`config.mk`:
```
export PLATFORM = sky130hd
export DESIGN_NAME = time_set_ctrl_flat
export DESIGN_NICKNAME = d
export VERILOG_FILES = /design/src/rtl/time_set_if.sv /design/src/rtl/time_set_ctrl.sv /design/src/flat_wrapper.sv
export SDC_FILE = /design/constraint.sdc
export NUM_CORES = 1
export LEC_CHECK = 0
export BUFFER_PORTS_ARGS = -buffer_cell sky130_fd_sc_hd__buf_4
export CORE_ASPECT_RATIO = 1.5
export CORE_UTILIZATION = 45
export DETAILED_ROUTE_END_ITERATION = 7
export MAX_ROUTING_LAYER = met4
export PLACE_DENSITY_LB_ADDON = 0.05
export SLEW_MARGIN = 20
export SYNTH_ARGS = -nofsm -noshare
export SYNTH_HDL_FRONTEND = slang
export SYNTH_SLANG_ARGS = --single-unit
```
`constraint.sdc`:
```
create_clock -name clk -period 1.9 [get_ports clk]
set_clock_uncertainty 0.2 [all_clocks]
set_input_delay 0.38 -clock clk [delete_from_list [all_inputs] [get_ports clk]]
set_output_delay 0.38 -clock clk [all_outputs]
set_load 0.02 [all_outputs]
```
`src/rtl/time_set_if.sv`:
```
// Front-panel bus between the time-setting controller and its neighbours:
// raw buttons in, hold/step/clear/mode outputs to the counter stage.
interface time_set_if;
  logic       btn_mode;
  logic       btn_inc;
  logic [2:0] hold;
  logic       min_step;
  logic       sec_clr;
  logic [1:0] set_mode;

  modport master (output btn_mode, btn_inc,
                  input  hold, min_step, sec_clr, set_mode);
  modport slave  (input  btn_mode, btn_inc,
                  output hold, min_step, sec_clr, set_mode);
endinterface

```
`src/rtl/time_set_ctrl.sv`:
```
// Time-setting controller: debounced MODE/INC buttons drive a RUN/SET_HR/SET_MIN/SET_SEC
// FSM that emits hold codes and one-cycle step/clear pulses, with INC auto-repeat and idle timeout.
module tsc_debounce #(
  parameter int DEBOUNCE_CYCLES = 16
) (
  input  logic clk,
  input  logic rst_n,
  input  logic raw_i,
  output logic db_o
);
  localparam int CW = $clog2(DEBOUNCE_CYCLES) + 1;

  logic          s1_q, s2_q, db_q;
  logic [CW-1:0] cnt_q;

  always_ff @(posedge clk or negedge rst_n) begin
    if (!rst_n) begin
      s1_q  <= 1'b0;
      s2_q  <= 1'b0;
      db_q  <= 1'b0;
      cnt_q <= '0;
    end else begin
      s1_q <= raw_i;
      s2_q <= s1_q;
      if (s2_q == db_q) begin
        cnt_q <= '0;
      end else if (cnt_q == CW'(DEBOUNCE_CYCLES - 1)) begin
        db_q  <= s2_q;
        cnt_q <= '0;
      end else begin
        cnt_q <= cnt_q + 1'b1;
      end
    end
  end

  assign db_o = db_q;
endmodule

module time_set_ctrl #(
  parameter int DEBOUNCE_CYCLES = 16,
  parameter int REPEAT_DELAY    = 64,
  parameter int REPEAT_PERIOD   = 32,
  parameter int TIMEOUT_CYCLES  = 1024
) (
  input logic        clk,
  input logic        rst_n,
  time_set_if.slave  bus
);
  localparam int NUM_BTN  = 2;
  localparam int BTN_MODE = 0;
  localparam int BTN_INC  = 1;
  localparam int RW       = $clog2(REPEAT_DELAY) + 1;
  localparam int TW       = $clog2(TIMEOUT_CYCLES) + 1;

  typedef enum logic [1:0] {RUN = 2'd0, SET_HR = 2'd1, SET_MIN = 2'd2, SET_SEC = 2'd3} state_t;

  logic [NUM_BTN-1:0] raw, db, db_prev_q, press;
  logic [RW-1:0]      rep_cnt_q;
  logic [TW-1:0]      idle_q;
  logic               rep_fire, any_press, inc_evt, timeout;
  state_t             state_q, state_nxt;
  logic [2:0]         hold_q;
  logic               min_step_q, sec_clr_q;

  assign raw = {bus.btn_inc, bus.btn_mode};

  for (genvar g = 0; g < NUM_BTN; g++) begin : g_btn
    tsc_debounce #(.DEBOUNCE_CYCLES(DEBOUNCE_CYCLES)) u_db (
      .clk   (clk),
      .rst_n (rst_n),
      .raw_i (raw[g]),
      .db_o  (db[g])
    );
  end

  always_ff @(posedge clk or negedge rst_n) begin
    if (!rst_n) db_prev_q <= '0;
    else        db_prev_q <= db;
  end

  assign press = db & ~db_prev_q;

  // rep_cnt counts cycles since the db rise; after each repeat it is rewound so the
  // next hit of REPEAT_DELAY lands exactly REPEAT_PERIOD cycles later.
  assign rep_fire = db[BTN_INC] && (rep_cnt_q == RW'(REPEAT_DELAY));

  always_ff @(posedge clk or negedge rst_n) begin
    if (!rst_n)            rep_cnt_q <= '0;
    else if (!db[BTN_INC]) rep_cnt_q <= '0;
    else if (rep_fire)     rep_cnt_q <= RW'(REPEAT_DELAY - REPEAT_PERIOD + 1);
    else                   rep_cnt_q <= rep_cnt_q + 1'b1;
  end

  function automatic logic [2:0] hold_code(state_t s);
    case (s)
      SET_HR:  return 3'b001;
      SET_MIN: return 3'b010;
      SET_SEC: return 3'b011;
      default: return 3'b000;
    endcase
  endfunction

  assign state_nxt = state_t'(state_q + 2'd1);
  assign any_press = press[BTN_MODE] | press[BTN_INC] | rep_fire;
  // A mode press in the same cycle swallows the inc event entirely.
  assign inc_evt   = (press[BTN_INC] | rep_fire) & ~press[BTN_MODE] & (state_q != RUN);
  assign timeout   = (state_q != RUN) && !any_press && (idle_q == TW'(TIMEOUT_CYCLES - 1));

  always_ff @(posedge clk or negedge rst_n) begin
    if (!rst_n) begin
      state_q    <= RUN;
      hold_q     <= 3'b000;
      min_step_q <= 1'b0;
      sec_clr_q  <= 1'b0;
      idle_q     <= '0;
    end else begin
      min_step_q <= 1'b0;
      sec_clr_q  <= 1'b0;
      hold_q     <= hold_code(state_q);

      if (state_q == RUN || any_press || timeout) idle_q <= '0;
      else                                         idle_q <= idle_q + 1'b1;

      if (press[BTN_MODE]) begin
        state_q <= state_nxt;
        hold_q  <= hold_code(state_nxt);
      end else if (timeout) begin
        state_q <= RUN;
        hold_q  <= 3'b000;
      end else if (inc_evt) begin
        case (state_q)
          SET_HR:  hold_q     <= 3'b101;
          SET_MIN: min_step_q <= 1'b1;
          SET_SEC: sec_clr_q  <= 1'b1;
          default: ;
        endcase
      end
    end
  end

  assign bus.hold     = hold_q;
  assign bus.min_step = min_step_q;
  assign bus.sec_clr  = sec_clr_q;
  assign bus.set_mode = state_q;
endmodule
```
`src/flat_wrapper.sv`:
```
// flat-port wrapper written by rule: the top's interface ports become plain ports
module time_set_ctrl_flat 
#(
  parameter int DEBOUNCE_CYCLES = 16,
  parameter int REPEAT_DELAY    = 64,
  parameter int REPEAT_PERIOD   = 32,
  parameter int TIMEOUT_CYCLES  = 1024
)
  (clk, rst_n, bus_btn_mode, bus_btn_inc, bus_hold, bus_min_step, bus_sec_clr, bus_set_mode);
  time_set_if bus_i ();
  input logic clk;
  input logic rst_n;
  input wire logic [$bits(bus_i.btn_mode)-1:0] bus_btn_mode;
  input wire logic [$bits(bus_i.btn_inc)-1:0] bus_btn_inc;
  output wire logic [$bits(bus_i.hold)-1:0] bus_hold;
  output wire logic [$bits(bus_i.min_step)-1:0] bus_min_step;
  output wire logic [$bits(bus_i.sec_clr)-1:0] bus_sec_clr;
  output wire logic [$bits(bus_i.set_mode)-1:0] bus_set_mode;
  assign bus_i.btn_mode = bus_btn_mode;
  assign bus_i.btn_inc = bus_btn_inc;
  assign bus_hold = bus_i.hold;
  assign bus_min_step = bus_i.min_step;
  assign bus_sec_clr = bus_i.sec_clr;
  assign bus_set_mode = bus_i.set_mode;
  time_set_ctrl #(.DEBOUNCE_CYCLES(DEBOUNCE_CYCLES), .REPEAT_DELAY(REPEAT_DELAY), .REPEAT_PERIOD(REPEAT_PERIOD), .TIMEOUT_CYCLES(TIMEOUT_CYCLES)) u_core (.clk(clk), .rst_n(rst_n), .bus(bus_i));
endmodule
```
Word-level counts from Yosys, hierarchy flattened

Index checks and enable logic that the tools add are counted.

Output and inout port bits: 7
Register bits: 43
Memories kept: 0
Bits in latches: 0
RAM bits: 0
Memory bits (read-only): 0
Logic and storage cells: 76
Input port bits: 4

Equality and inequality tests: 12
Bitwise operators: 10
Divide/modulo/power cells: 0
Multipliers: 0
Reduce and logical (&&, ||, !) cells: 11
Shift-type cells: 0
Add/sub/neg operators: 5
Multiplexer cells: 23
Magnitude comparators: 0

Operators by type and width:

| operator                                        | number |
|---|---|
| 2-to-1 mux 5 bit                                | 4 |
| 2-to-1 mux 7 bit                                | 2 |
| 2-to-1 mux 3 bit                                | 4 |
| one-hot mux 2 bit (3 select lines)              | 2 |
| adder 11 x 1 -> 11 bit, second input constant   | 1 |
| == test 11 x 10 -> 1 bit, second input constant | 1 |
| 2-to-1 mux 11 bit                               | 1 |
| adder 5 x 1 -> 5 bit, second input constant     | 2 |
| == test 5 x 4 -> 1 bit, second input constant   | 2 |
| == test 2 bit, second input constant            | 4 |
| 2-to-1 mux 1 bit                                | 8 |
| adder 7 x 1 -> 7 bit, second input constant     | 1 |
| == test 7 bit, second input constant            | 1 |
| == test 2 x 1 -> 1 bit, second input constant   | 2 |
| 2-to-1 mux 2 bit                                | 2 |
| AND reduction 2 bit                             | 2 |
| nonzero test 2 bit                              | 2 |
| logical AND 1 bit                               | 3 |
| inverter 1 bit                                  | 3 |
| bitwise OR 1 bit                                | 3 |
| adder 2 x 1 -> 2 bit, second input constant     | 1 |
| bitwise AND 1 bit                               | 2 |
| bitwise AND 2 bit                               | 1 |
| == test 1 bit                                   | 2 |
| other kinds (4)                                 | 5 |

Depth between registers and ports, before layout

Word-level depth: 9
Mapped depth: 7
Depth with buffers taken out: 7

By module

From an unflattened synthesis, not the netlist that was laid out.

Cells, all modules: 164
Area total of the unflattened synthesis: 1908.1 µm²

By module, submodules not included:

| module        | instances | seq. area each (µm²) | area each (µm²) | cells each |
|---|---|---|---|---|
| time_set_ctrl | 1         | 675.6                | 1285.0          | 118 |
| tsc_debounce  | 2         | 200.2                | 311.5           | 23 |

Worst setup path before layout

OpenSTA, ideal clock, no wires.

Kind: reg-to-reg
Start point: register u_core.state_q[0], in the netlist u_core.bus.set_mode[0]
End point: register u_core.hold_q[0], in the netlist u_core.bus.hold[0]
Path slack: -90 ps
Data required time: 1567 ps
Library setup time: 133 ps
Cell stages (with the launch flop): 7
Path buffers: 0
Arrival: 1656 ps
Period minus slack after synthesis: 1990 ps
Cell sequence: dfrtp_1 -> inv_1 -> ha_1 -> nor3_1 -> o21ai_2 -> o31ai_4 -> o32ai_2

Cells in the longest elaborated chain, start to end: 6
Elaborated cells on any way between the ends: 17
Those cells by class: 1 x add/sub; 6 x eq/ne; 6 x mux; 1 x bitwise; 3 x reduce/logical

RTL lines:

| element                                                 | RTL line                                  | source |
|---|---|---|
| start: declaration                                      | time_set_ctrl.sv:61                       | `state_t state_q, state_nxt;` |
| start signal: assignment                                | time_set_ctrl.sv:125                      | `state_q <= state_nxt;` |
| == test 2 bit or == test 2 x 1 -> 1 bit (tied branches) | time_set_ctrl.sv:95, time_set_ctrl.sv:131 |  |
| one-hot mux 2 bit (3 select lines)                      | time_set_ctrl.sv:95                       | `case (s)` |
| 2-to-1 mux 3 bit                                        | time_set_ctrl.sv:131                      | `case (state_q)` |
| 2-to-1 mux 3 bit                                        | time_set_ctrl.sv:130                      | `end else if (inc_evt) begin` |
| 2-to-1 mux 3 bit                                        | time_set_ctrl.sv:127                      | `end else if (timeout) begin` |
| 2-to-1 mux 3 bit (*)                                    | time_set_ctrl.sv:124                      | `if (press[BTN_MODE]) begin` |
| end signal: assignment                                  | time_set_ctrl.sv:119                      | `hold_q <= hold_code(state_q);` |
| end signal: assignment                                  | time_set_ctrl.sv:126                      | `hold_q <= hold_code(state_nxt);` |
| end: declaration                                        | time_set_ctrl.sv:62                       | `logic [2:0] hold_q;` |

Every way passes the cells marked *; elsewhere a longest branch is shown, timed or not.
A chain may end at the register's enable or synchronous reset.

Worst setup path after layout

Start point: register u_core.idle_q[1]
End point: register u_core.hold_q[0], in the netlist u_core.bus.hold[0]

Cells in the longest elaborated chain, start to end: 4

RTL lines:

| element                  | RTL line             | source |
|---|---|---|
| start: declaration       | time_set_ctrl.sv:59  | `logic [TW-1:0] idle_q;` |
| start signal: assignment | time_set_ctrl.sv:122 | `else idle_q <= idle_q + 1'b1;` |
| == test 11 x 10 -> 1 bit | time_set_ctrl.sv:107 | `assign timeout = (state_q != RUN) && !any_press && (idle_q == TW'(TIMEOUT_CYCLES - 1));` |
| logical AND 1 bit        | time_set_ctrl.sv:107 |  |
| 2-to-1 mux 3 bit         | time_set_ctrl.sv:127 |  |
| 2-to-1 mux 3 bit         | time_set_ctrl.sv:124 |  |

No other way between the ends.

==> results by group <==
Status
  – Status: finished clean

Floorplan
  – Die area: between 4000 and 5000 µm²
  – Die H: 81.5 µm
  – Rows: 28
  – Die X: 55.0 µm
  – Core box area: 3990 µm²
  – # IOs: 11
  – Initial core utilization: 0.474

Global routing
  – Gr ovfl total: 0
  – First-pass GRT wire length: 5180 µm
  – Number of global-route vias before repair: 1262
  – Initial antenna violation count: 0
  – Total global-route track usage: 0.168
  – Largest net degree at the start of global routing: 44

Critical path
  – R2r setup slk: 50 ps
  – FF-to-FF End: u_core.bus.hold[0]$_DFF_PN0_
  – Critical path class: reg -> reg
  – Critical path data arrival time: 1810 ps
  – WP data required: roughly 1900 ps
  – Setup crit end kind: flip-flop
  – Reg2Reg Launch Point: u_core.idle_q[1]$_DFF_PN0_
  – Worst reg2reg path depth: 6
  – Worst Path Max Fanout: 4
  – Startpoint types: flip-flop

Routing
  – Routed Antenna Nets: 0
  – Via-per-instance ratio: 5.15
  – DRC violations left: 0
  – 1st-iter DRT viols: 20
  – Wire length per cell: 12.6 µm
  – DR pass1 iterations: 4
  – Vias post-DR: 1230
  – Total wire length: ~3000 µm

Layout
  – ANT cells: 0
  – Layout cells sized above 1: 0.268
  – Commonest non-fill, non-tap cell in the layout: dfrtp_1
  – Area of the multi-input gates: around 850 µm²
  – Area grow syn2layout: 23.6%
  – Register area: 1080 µm²
  – Most frequent cells in the layout: dfrtp_1, nor2_1, buf_4
  – Final #Nets: just over 200
  – FILL cells: 339

Place
  – Port Buffers: 10
  – Final GP Congestion: 0.793
  – DPL Wire Length: 2130 µm

Clocking
  – H-tree levels: 2
  – Clock slew at reported path FFs: 80 ps
  – Clock Tree Root: clkbuf_8
  – Clock Tree Buf Depth: 2
  – Worst skew pair latency: 300 ps
  – Num Clock Sinks: 43
  – CTS tree: done
  – Total CTS buffers: 5

Timing
  – Final setup vio count: 0
  – Remaining max-slew budget at the tightest pin: 0.649
  – Min Tclk post-route: 1850 ps
  – Pins Over Slew Limit: 0
  – RSZ-0062 raised after global routing: true
  – Max Fclk: 540 MHz
  – Final Hold Fails: 0
  – Crit share post-route: 0.974
  – Slew at the pin closest to its max-slew limit: 526 ps
  – WHS: 154 ps

Logic synthesis
  – Count of unique library cells instantiated by Yosys: 32
  – Synth Register Bits: 43
  – Post-Syn Area per Cell: 11.9 µm²
  – Cell area after synthesis: 1890 µm²
  – Net Count, Synth: 173
  – Number of synthesis warnings: 0
  – Cells after Synth: 159
  – Register area share after synthesis: 0.568

Power
  – Pleak: 1.10 nW
  – Peak supply drop: around 700 µV
  – Final Total Pwr: 1.71 mW
  – Pwr Density: 732 nW/µm²

Min path
  – Hold Path Origin: u_core.g_btn[0].u_db.s1_q$_DFF_PN0_
  – Hold Path Depth: 0
  – Hold EP: u_core.g_btn[0].u_db.s2_q$_DFF_PN0_
  – Hold Path Class: reg -> reg

Job
  – Max-cap violation count: 0
worst max-delay path, cell delays in order (launching register included):
cell and delay, ps:
dfrtp_1 370, ha_2 210, nand3_4 90, nor3_4 250
nand4_4 150, o31ai_4 300, o32ai_2 140
metrics by stage:
stage	setup TNS (ps)	cell area [µm²]	setup WS [ps]	std cells	util
2_1_floorplan	0	1900	6.57	159	-
3_3_place_gp	-3.47	2100	-3.47	223	0.525
3_5_place_dp	0	2100	10.2	223	0.525
4_1_cts	-8.38	2290	-8.38	237	0.574
5_1_grt	-20.7	2340	-13.7	239	0.586
6_report	0	2340	49.6	239	0.586
power by group:
part | leakage, nW | internal (mW) | switching (mW)
sequential | 0.583 | 0.930 | 0.0103
combinational | 0.462 | 0.0244 | 0.0352
clock | 0.0548 | 0.396 | 0.318
routing by layer:
metal | vias up | track usage | share of wire
met1 | 610 | 0.167 | 0.41
met5 | - | - | 0
met2 | 19 | 0.286 | 0.54
li1 | 594 | - | -
met3 | 7 | 0.0537 | 0.027
met4 | 0 | 0.0825 | 0.019
cell families (layout without fill, tap and decap cells):
logic type,Yosys count,count (layout),synth area share
and+or+nand+nor,63,63,0.177
DFF,43,43,0.568
xor gates and xnor gates,19,19,0.0878
AOI/OAI and AO/OA,13,13,0.0720
adders and majority gates,10,10,0.0661
buffers and inverters,9,44,0.0178
muxes,2,2,0.0112
cell usage after synthesis:
| master | n | area share |
|---|---|---|
| a2111oi_4 | 1 | 0.015 |
| a21oi_1 | 1 | 0.0026 |
| a221oi_1 | 1 | 0.0046 |
| and2_1 | 7 | 0.023 |
| and2_4 | 1 | 0.0046 |
| and3_1 | 3 | 0.0099 |
| dfrtp_1 | 43 | 0.57 |
| ha_1 | 10 | 0.066 |
| inv_1 | 9 | 0.018 |
| mux2_2 | 1 | 0.0059 |
| mux2i_1 | 1 | 0.0053 |
| nand2_1 | 7 | 0.014 |
| nand2b_4 | 1 | 0.0073 |
| nand3_1 | 8 | 0.021 |
| nand4_1 | 3 | 0.0099 |
| nand4_2 | 1 | 0.0066 |
| nand4bb_1 | 1 | 0.0059 |
| nor2_1 | 24 | 0.048 |
| nor2_4 | 1 | 0.0059 |
| nor2b_1 | 2 | 0.0066 |
| nor3_1 | 2 | 0.0053 |
| nor3_2 | 1 | 0.0053 |
| nor3b_1 | 1 | 0.0040 |
| o21ai_0 | 4 | 0.011 |
| o21ai_1 | 1 | 0.0026 |
| o21ai_2 | 1 | 0.0046 |
| o21bai_2 | 1 | 0.0059 |
| o31ai_2 | 1 | 0.0066 |
| o31ai_4 | 1 | 0.011 |
| o32ai_2 | 1 | 0.0086 |
| xnor2_1 | 6 | 0.028 |
| xor2_1 | 13 | 0.060 |
layout make-up:
cell class              instances  area share
well taps                      45      0.0241
clock inverters                 3      0.0198
inverters                       9      0.0144
clock buffers                   5      0.0294
flip-flops and latches         43       0.461
repair buffers                 27      0.0898
multi-input cells             107       0.362
state kept, by name (all words and copies together), names as in the netlist:
| name | flops |
|---|---|
| u_core.bus.hold | 3 |
| u_core.bus.min_step | 1 |
| u_core.bus.sec_clr | 1 |
| u_core.bus.set_mode | 2 |
| u_core.db_prev_q | 2 |
| u_core.g_btn.u_db.cnt_q | 10 |
| u_core.g_btn.u_db.db_o | 2 |
| u_core.g_btn.u_db.s1_q | 2 |
| u_core.g_btn.u_db.s2_q | 2 |
| u_core.idle_q | 11 |
| u_core.rep_cnt_q | 7 |
how the worst max path moves through the flow:
stage | to | startpoint | cells past startpoint | slack (ps)
finish | u_core.bus.hold[0]$_DFF_PN0_ | u_core.idle_q[1]$_DFF_PN0_ | 6 | 50
global route | u_core.bus.hold[0]$_DFF_PN0_ | u_core.rep_cnt_q[1]$_DFF_PN0_ | 7 | -10
CTS | u_core.bus.hold[0]$_DFF_PN0_ | u_core.idle_q[1]$_DFF_PN0_ | 6 | -8
detailed placement | u_core.bus.set_mode[0]$_DFFE_PN0P_ | u_core.idle_q[1]$_DFF_PN0_ | 6 | 10
global placement | u_core.bus.set_mode[0]$_DFFE_PN0P_ | u_core.idle_q[0]$_DFF_PN0_ | 6 | -3
floorplan | u_core.bus.hold[0]$_DFF_PN0_ | u_core.bus.set_mode[0]$_DFFE_PN0P_ | 6 | 7
timing repair:
item / 4_1_cts / 5_1_grt
hold endpoints to repair: 45 / 0
setup endpoints to repair: 3 / 12
resized for setup: 5 / 7
buffers inserted: 3 / 2
pin swaps: 5 / 3
hold buffers: 3 / 0
Note: power is estimated with default switching activity, not from simulation.
